$ cat src/rtl/cic_comp_decim.sv
// cic_comp_decim: 7-tap symmetric droop compensator for the CIC output, decimating by DECIM.
// Optional macro CIC_COMP_SAT_EN: clamp the rounded result and expose a sticky sat_o flag.
module cic_comp_decim #(
    parameter int DATA_WIDTH = 9,
    parameter int COEF_WIDTH = 10,
    parameter int COEF_FRAC  = 8,
    parameter int ACC_WIDTH  = 22,
    parameter int DECIM      = 2
) (
    input  logic                  clk_i,
    input  logic                  rst_i,
    input  logic                  ena_i,
    input  logic [DATA_WIDTH-1:0] data_i,
    output logic                  ready_o,
    output logic                  valid_o,
    output logic [DATA_WIDTH-1:0] data_o
`ifdef CIC_COMP_SAT_EN
    ,
    output logic                  sat_o
`endif
);
    localparam int PRE_W  = DATA_WIDTH + 1;
    localparam int PROD_W = PRE_W + COEF_WIDTH;
    localparam logic [1:0] LAST_PH = 2'(DECIM - 1);
    localparam logic signed [ACC_WIDTH-1:0] RND_C = ACC_WIDTH'(2 ** (COEF_FRAC - 1));

    typedef enum logic [1:0] {IDLE = 2'd0, MAC = 2'd1, ROUND = 2'd2, OUT = 2'd3} state_t;

    state_t                       state_r, state_nxt_s;
    logic                         ready_r, ready_nxt_s, valid_r;
    logic [DATA_WIDTH-1:0]        data_r;
    logic [DATA_WIDTH-1:0]        taps_r [7];
    logic [1:0]                   phase_r, step_r;
    logic signed [ACC_WIDTH-1:0]  acc_r;
    logic                         accept_s, trigger_s;
    logic signed [PRE_W-1:0]      pre_s;
    logic signed [COEF_WIDTH-1:0] coef_s;
    logic signed [PROD_W-1:0]     prod_s;
    logic [DATA_WIDTH-1:0]        red_s;

    function automatic logic signed [PRE_W-1:0] sext(input logic [DATA_WIDTH-1:0] x);
        return {x[DATA_WIDTH-1], x};
    endfunction

    // Only c0..c3 are stored; the symmetric pre-add folds the mirrored taps onto them.
    function automatic logic signed [COEF_WIDTH-1:0] coef_at(input logic [1:0] idx);
        case (idx)
            2'd0:    return COEF_WIDTH'(-32'sd8);
            2'd1:    return COEF_WIDTH'(32'sd0);
            2'd2:    return COEF_WIDTH'(32'sd72);
            2'd3:    return COEF_WIDTH'(32'sd128);
            default: return COEF_WIDTH'(32'sd0);
        endcase
    endfunction

    assign accept_s  = ena_i & ready_r;
    assign trigger_s = accept_s & (phase_r == LAST_PH);

    // Pre-adder operand select for the current MAC step
    always_comb begin
        pre_s = '0;
        case (step_r)
            2'd0:    pre_s = sext(taps_r[0]) + sext(taps_r[6]);
            2'd1:    pre_s = sext(taps_r[1]) + sext(taps_r[5]);
            2'd2:    pre_s = sext(taps_r[2]) + sext(taps_r[4]);
            2'd3:    pre_s = sext(taps_r[3]);
            default: pre_s = '0;
        endcase
    end

    assign coef_s = coef_at(step_r);
    assign prod_s = PROD_W'(pre_s) * PROD_W'(coef_s);

`ifdef CIC_COMP_SAT_EN
    localparam logic signed [ACC_WIDTH-1:0] MAX_C = ACC_WIDTH'(2 ** (DATA_WIDTH - 1) - 1);
    localparam logic signed [ACC_WIDTH-1:0] MIN_C = ACC_WIDTH'(-(2 ** (DATA_WIDTH - 1)));
    logic signed [ACC_WIDTH-1:0] shr_s;
    logic                        clamp_s;
    logic                        sat_r;

    assign shr_s = (acc_r + RND_C) >>> COEF_FRAC;

    // Round-half-up result clamped to the output range
    always_comb begin
        red_s   = shr_s[DATA_WIDTH-1:0];
        clamp_s = 1'b0;
        if (shr_s > MAX_C) begin
            red_s   = MAX_C[DATA_WIDTH-1:0];
            clamp_s = 1'b1;
        end else if (shr_s < MIN_C) begin
            red_s   = MIN_C[DATA_WIDTH-1:0];
            clamp_s = 1'b1;
        end else begin
            red_s   = shr_s[DATA_WIDTH-1:0];
            clamp_s = 1'b0;
        end
    end

    // Sticky saturation flag, cleared only by reset
    always_ff @(posedge clk_i) begin
        if (!rst_i) begin
            sat_r <= 1'b0;
        end else if ((state_r == ROUND) && clamp_s) begin
            sat_r <= 1'b1;
        end
    end

    assign sat_o = sat_r;
`else
    assign red_s = DATA_WIDTH'((acc_r + RND_C) >>> COEF_FRAC);
`endif

    // Next-state and next-ready decode
    always_comb begin
        state_nxt_s = state_r;
        case (state_r)
            IDLE, OUT: state_nxt_s = trigger_s ? MAC : IDLE;
            MAC:       state_nxt_s = (step_r == 2'd3) ? ROUND : MAC;
            ROUND:     state_nxt_s = OUT;
            default:   state_nxt_s = IDLE;
        endcase
        ready_nxt_s = (state_nxt_s == IDLE) || (state_nxt_s == OUT);
    end

    // State and handshake registers
    always_ff @(posedge clk_i) begin
        if (!rst_i) begin
            state_r <= IDLE;
            ready_r <= 1'b1;
        end else begin
            state_r <= state_nxt_s;
            ready_r <= ready_nxt_s;
        end
    end

    // Delay line, phase counter, MAC accumulator and output register
    always_ff @(posedge clk_i) begin
        if (!rst_i) begin
            for (int i = 0; i < 7; i++) taps_r[i] <= '0;
            phase_r <= 2'd0;
            step_r  <= 2'd0;
            acc_r   <= '0;
            data_r  <= '0;
            valid_r <= 1'b0;
        end else begin
            valid_r <= 1'b0;
            if (accept_s) begin
                taps_r[0] <= data_i;
                for (int i = 1; i < 7; i++) taps_r[i] <= taps_r[i-1];
                phase_r <= trigger_s ? 2'd0 : phase_r + 2'd1;
            end
            if (trigger_s) begin
                acc_r  <= '0;
                step_r <= 2'd0;
            end else if (state_r == MAC) begin
                acc_r  <= acc_r + ACC_WIDTH'(prod_s);
                step_r <= step_r + 2'd1;
            end
            if (state_r == ROUND) begin
                data_r  <= red_s;
                valid_r <= 1'b1;
            end
        end
    end

    assign ready_o = ready_r;
    assign valid_o = valid_r;
    assign data_o  = data_r;
endmodule

$ cat config.mk
export PLATFORM = sky130hd
export DESIGN_NAME = cic_comp_decim
export DESIGN_NICKNAME = d
export VERILOG_FILES = /design/src/rtl/cic_comp_decim.sv
export SDC_FILE = /design/constraint.sdc
export NUM_CORES = 1
export LEC_CHECK = 0
export BUFFER_PORTS_ARGS = -buffer_cell sky130_fd_sc_hd__buf_2
export CORE_UTILIZATION = 58
export CTS_BUF_LIST = sky130_fd_sc_hd__clkbuf_16
export CTS_CLUSTER_SIZE = 28
export DETAILED_ROUTE_END_ITERATION = 7
export PLACE_DENSITY = 0.74
export SLEW_MARGIN = 10
export SYNTH_ARGS = -nofsm -noshare
export SYNTH_HDL_FRONTEND = slang
export SYNTH_SLANG_ARGS = --single-unit
$ cat constraint.sdc
create_clock -name clk_i -period 6.64 [get_ports clk_i]
set_clock_uncertainty 0.1 [all_clocks]
set_input_delay 0.664 -clock clk_i [delete_from_list [all_inputs] [get_ports clk_i]]
set_output_delay 0.664 -clock clk_i [all_outputs]
set_load 0.02 [all_outputs]
==> flow_summary.html <==
<table>
<tr><th>Metric</th><th>Value</th></tr>
<tr><th colspan="2">Outcome</th></tr>
<tr><td>Status</td><td>finished clean</td></tr>
<tr><th colspan="2">Worst setup path</th></tr>
<tr><td>Capturing element of the worst setup path</td><td>acc_r[16]</td></tr>
<tr><td>Startpoint kind of the worst setup timing path</td><td>flop</td></tr>
<tr><td>Worst R2R Path Depth</td><td>27</td></tr>
<tr><td>Worst EP arrival</td><td>6.71 ns</td></tr>
<tr><td>Crit Path Category</td><td>flop to flop</td></tr>
<tr><td>Startpoint of the lowest-slack register-to-register path</td><td>taps_r[4][0]</td></tr>
<tr><td>Type of element capturing the critical path</td><td>flop</td></tr>
<tr><td>Register-to-Register Setup Slack</td><td>0.03 ns</td></tr>
<tr><td>Worst setup path startpoint</td><td>taps_r[4][0]</td></tr>
<tr><td>Endpoint of the most critical register-to-register path</td><td>acc_r[16]</td></tr>
<tr><td>Data required time of the worst path</td><td>6.74 ns</td></tr>
<tr><td>Max FO, Critical Path</td><td>2</td></tr>
<tr><th colspan="2">Layout</th></tr>
<tr><td>Core occupancy in the finished layout</td><td>69.3%</td></tr>
<tr><td>Area used by multi-input combinational logic</td><td>4570 um2</td></tr>
<tr><td>Fraction of layout instances using a drive strength above 1</td><td>18.3%</td></tr>
<tr><td>Synthesis-to-layout area growth</td><td>14.5%</td></tr>
<tr><td>Sequential Area</td><td>2510 um2</td></tr>
<tr><td>Fill cell count</td><td>929</td></tr>
<tr><td>Design area</td><td>8420 um2</td></tr>
<tr><td>Antenna fix cells</td><td>0</td></tr>
<tr><td>Layout Nets</td><td>906</td></tr>
<tr><th colspan="2">Yosys</th></tr>
<tr><td>Post-Syn Nets</td><td>844</td></tr>
<tr><td>Number of distinct library cells after synthesis</td><td>58</td></tr>
<tr><td>Number of standard cells after synthesis</td><td>700</td></tr>
<tr><td>Post-synth top area cell</td><td>sky130_fd_sc_hd__edfxtp_1</td></tr>
<tr><td>Post-synth top flop</td><td>sky130_fd_sc_hd__edfxtp_1</td></tr>
<tr><td>Cell with the most instances after synthesis</td><td>sky130_fd_sc_hd__inv_1</td></tr>
<tr><td>Number of synthesized flops with an enable pin</td><td>63</td></tr>
<tr><td>Warnings, synthesis</td><td>0</td></tr>
<tr><td>Area share of the largest cell type after synthesis</td><td>25.7%</td></tr>
<tr><td>Cell area after synthesis</td><td>7350 um2</td></tr>
<tr><td>Count of state elements after synthesis</td><td>94</td></tr>
<tr><td>Average footprint of a synthesized cell</td><td>10.5 um2</td></tr>
<tr><td>Top cell types by occurrence after synthesis</td><td>sky130_fd_sc_hd__inv_1 (101), sky130_fd_sc_hd__ha_1 (78), sky130_fd_sc_hd__and2_1 (70), sky130_fd_sc_hd__edfxtp_1 (63), sky130_fd_sc_hd__fa_1 (54)</td></tr>
<tr><td>Sequential element share of the synthesized area</td><td>34.2%</td></tr>
<tr><td>Main area contributors after synthesis</td><td>sky130_fd_sc_hd__edfxtp_1 (26%), sky130_fd_sc_hd__fa_1 (15%), sky130_fd_sc_hd__ha_1 (13%)</td></tr>
<tr><td>Share of flip-flops with an asynchronous set or reset</td><td>0%</td></tr>
<tr><th colspan="2">Clock network</th></tr>
<tr><td>Number of H-tree branching levels</td><td>3</td></tr>
<tr><td>TritonCTS clock tree</td><td>built</td></tr>
<tr><td>Buffer depth of the longest clock path</td><td>2</td></tr>
<tr><td>Clock root cell</td><td>sky130_fd_sc_hd__clkbuf_16</td></tr>
<tr><td>Clock insertion delay at the later pin of the skew report</td><td>0.36 ns</td></tr>
<tr><td>Total CTS buffers</td><td>9</td></tr>
<tr><td>Clock-pin slew on the worst setup and hold paths</td><td>0.06 ns</td></tr>
<tr><td>CTS hold repair buffers</td><td>0</td></tr>
<tr><td>Clock sinks</td><td>94</td></tr>
<tr><th colspan="2">Placement</th></tr>
<tr><td>Port Buf Inserts</td><td>22</td></tr>
<tr><td>Detailed-placement wirelength estimate</td><td>11000 um</td></tr>
<tr><td>Placed standard-cell area</td><td>7870 um2</td></tr>
<tr><td>Placement-stage worst setup slack</td><td>-0.349 ns</td></tr>
<tr><td>Placer's final routability congestion estimate</td><td>0.801</td></tr>
<tr><th colspan="2">GRT</th></tr>
<tr><td>Wire length of the first global-routing pass</td><td>23500 um</td></tr>
<tr><td>Met3 Use GR</td><td>4.18%</td></tr>
<tr><td>Number of antenna violations at the first check in global routing</td><td>0</td></tr>
<tr><td>Vias in the first global route</td><td>5063</td></tr>
<tr><td>GR Layer Usage met1</td><td>29.4%</td></tr>
<tr><td>Routing layer with the top usage in global route</td><td>met2</td></tr>
<tr><td>Grt total ovfl</td><td>0</td></tr>
<tr><td>Global router's overall resource usage</td><td>23.5%</td></tr>
<tr><td>Largest net degree at the start of global routing</td><td>64</td></tr>
<tr><td>Met2 track demand over resource</td><td>41.1%</td></tr>
<tr><th colspan="2">Run</th></tr>
<tr><td>Max Cap Violations</td><td>0</td></tr>
<tr><th colspan="2">Routing</th></tr>
<tr><td>Total via count after detailed routing</td><td>5000</td></tr>
<tr><td>Wirelength, routed</td><td>14300 um</td></tr>
<tr><td>DRC violations left</td><td>0</td></tr>
<tr><td>Residual antenna-violating net count after detailed routing</td><td>0</td></tr>
<tr><td>Average wire per cell in the routed design</td><td>15.3 um</td></tr>
<tr><td>Detail-routed via count per cell</td><td>5.35</td></tr>
<tr><td>Detailed-routing iteration count for the pre-antenna-repair pass</td><td>5</td></tr>
<tr><td>Number of design-rule violations left by the first detailed-router iteration</td><td>249</td></tr>
<tr><th colspan="2">Floorplanning</th></tr>
<tr><td>Number of primary I/O pins</td><td>23</td></tr>
<tr><td>Core region area</td><td>12200 um2</td></tr>
<tr><td>Die X</td><td>115 um</td></tr>
<tr><td>Vertical die dimension</td><td>115 um</td></tr>
<tr><td>Die area</td><td>13100 um2</td></tr>
<tr><td>Initial core utilization</td><td>60.5%</td></tr>
<tr><td>FP Rows</td><td>40</td></tr>
<tr><th colspan="2">Timing</th></tr>
<tr><td>Headroom to the max-slew limit</td><td>25.3%</td></tr>
<tr><td>Count of final max-slew check failures</td><td>0</td></tr>
<tr><td>Endpoints failing setup</td><td>0</td></tr>
<tr><td>Post-route worst setup slack</td><td>0.0269 ns</td></tr>
<tr><td>Final Cycle Share</td><td>99.6%</td></tr>
<tr><td>Setup Total Neg Slack</td><td>0 ns</td></tr>
<tr><td>Final critical-path required period</td><td>6.61 ns</td></tr>
<tr><td>Least-Margin Pin Slew</td><td>1.12 ns</td></tr>
<tr><td>Final hold violation count</td><td>0</td></tr>
<tr><td>Unrepaired setup endpoints after global routing</td><td>true</td></tr>
<tr><td>Highest Clock Rate</td><td>151 MHz</td></tr>
<tr><th colspan="2">Hold path</th></tr>
<tr><td>Number of cells on the worst hold path</td><td>1</td></tr>
<tr><td>Path class of the lowest-slack min-delay path</td><td>flop to flop</td></tr>
<tr><td>Worst hold start</td><td>data_o[8]</td></tr>
</table>
==> cell type report <==
class | instances | area share [%]
clock buffer | 9 | 2.67
clock inverter | 6 | 0.357
inverter | 102 | 4.58
multi-input combinational | 483 | 54.3
sequential | 94 | 29.8
tap | 168 | 2.50
timing repair buffer | 72 | 5.76
==> kinds of logic (layout without fill, tap and decap cells) <==
kind of cell,Yosys count,after routing,synth area share (%)
fa+ha+maj,132,132,28.0
mux,14,14,1.96
simple gates,189,189,13.7
flops,94,94,34.2
xor+xnor,47,47,5.78
buf+inv,123,189,6.46
compound gates,101,101,9.92
==> sequential cells by signal, summed over array words and instances, names as in the netlist <==
register,flops
step_r,2
phase_r,2
data_o,9
ready_o,1
state_r,2
acc_r,14
valid_o,1
taps_r,63
==> layout by cell type (no fill, tap or decap), types with 6 or more instances in the layout <==
cell type                   synthesis  final
sky130_fd_sc_hd__a21o_1            10     10
sky130_fd_sc_hd__a21oi_1           28     18
sky130_fd_sc_hd__a21oi_2            3     13
sky130_fd_sc_hd__and2_1            70     69
sky130_fd_sc_hd__buf_2              1     22
sky130_fd_sc_hd__buf_4              0     50
sky130_fd_sc_hd__clkbuf_16          0      9
sky130_fd_sc_hd__dfxtp_1           31     31
sky130_fd_sc_hd__edfxtp_1          63     63
sky130_fd_sc_hd__fa_1              54     51
sky130_fd_sc_hd__ha_1              78     72
sky130_fd_sc_hd__inv_1            101     97
sky130_fd_sc_hd__mux2i_1           13     13
sky130_fd_sc_hd__nand2_1           31     29
sky130_fd_sc_hd__nand2b_1          10     10
sky130_fd_sc_hd__nand3_1            6      6
sky130_fd_sc_hd__nor2_1            38     34
sky130_fd_sc_hd__nor2b_1           12      9
sky130_fd_sc_hd__o211a_1            8      8
sky130_fd_sc_hd__o21ai_1            6      6
sky130_fd_sc_hd__o21bai_1           6      6
sky130_fd_sc_hd__xnor2_1           36     34
sky130_fd_sc_hd__xor2_1            10     10
==> worst min-delay path by stage <==
stage           endpoint  slack (ns)
3_5_place_dp   data_o[7]        0.37
6_report       data_o[8]        0.38
2_1_floorplan   acc_r[5]        0.36
5_1_grt        data_o[7]        0.39
4_1_cts        data_o[7]        0.38
3_3_place_gp   data_o[6]        0.36
==> routing by layer <==
metal	vias up	share of wire, %
li1	2465	-
met1	2456	46
met2	64	51
met3	15	2.3
met4	0	1.4
met5	-	0
==> through the flow <==
| step | cells | hold WS [ns] |
|---|---|---|
| 6_report | 934 | 0.379 |
| 5_1_grt | 934 | 0.386 |
| 3_3_place_gp | 906 | 0.356 |
| 2_1_floorplan | 700 | 0.360 |
| 3_5_place_dp | 906 | 0.366 |
| 4_1_cts | 924 | 0.380 |
==> worst max-delay path, cell delays in order, from the launching register on <==
cell	delay (ns)
sky130_fd_sc_hd__edfxtp_1	0.36
sky130_fd_sc_hd__ha_2	0.20
sky130_fd_sc_hd__inv_2	0.04
sky130_fd_sc_hd__fa_2	0.37
sky130_fd_sc_hd__inv_2	0.05
sky130_fd_sc_hd__a21o_1	0.12
sky130_fd_sc_hd__a21oi_2	0.06
sky130_fd_sc_hd__buf_4	0.14
sky130_fd_sc_hd__xnor2_2	0.13
sky130_fd_sc_hd__a221oi_2	0.29
sky130_fd_sc_hd__a21oi_2	0.11
sky130_fd_sc_hd__nor2b_4	0.14
sky130_fd_sc_hd__inv_1	0.07
sky130_fd_sc_hd__fa_1	0.45
sky130_fd_sc_hd__fa_1	0.51
sky130_fd_sc_hd__fa_1	0.52
sky130_fd_sc_hd__fa_1	0.52
sky130_fd_sc_hd__inv_1	0.05
sky130_fd_sc_hd__fa_1	0.44
sky130_fd_sc_hd__ha_1	0.31
sky130_fd_sc_hd__o21a_1	0.12
sky130_fd_sc_hd__o21ai_2	0.12
sky130_fd_sc_hd__a21oi_2	0.06
sky130_fd_sc_hd__o41ai_2	0.30
sky130_fd_sc_hd__o21ai_1	0.16
sky130_fd_sc_hd__xnor3_1	0.38
sky130_fd_sc_hd__xnor2_1	0.24
sky130_fd_sc_hd__a211oi_2	0.09
==> timing repair <==
action	CTS	global route
setup buffers	3	10
setup endpoints to repair	1	2
resized for setup	12	40
pin swaps	17	50
Power is not shown: default switching activity piles up to over one toggle a cycle in this logic, so the estimate is an artifact.
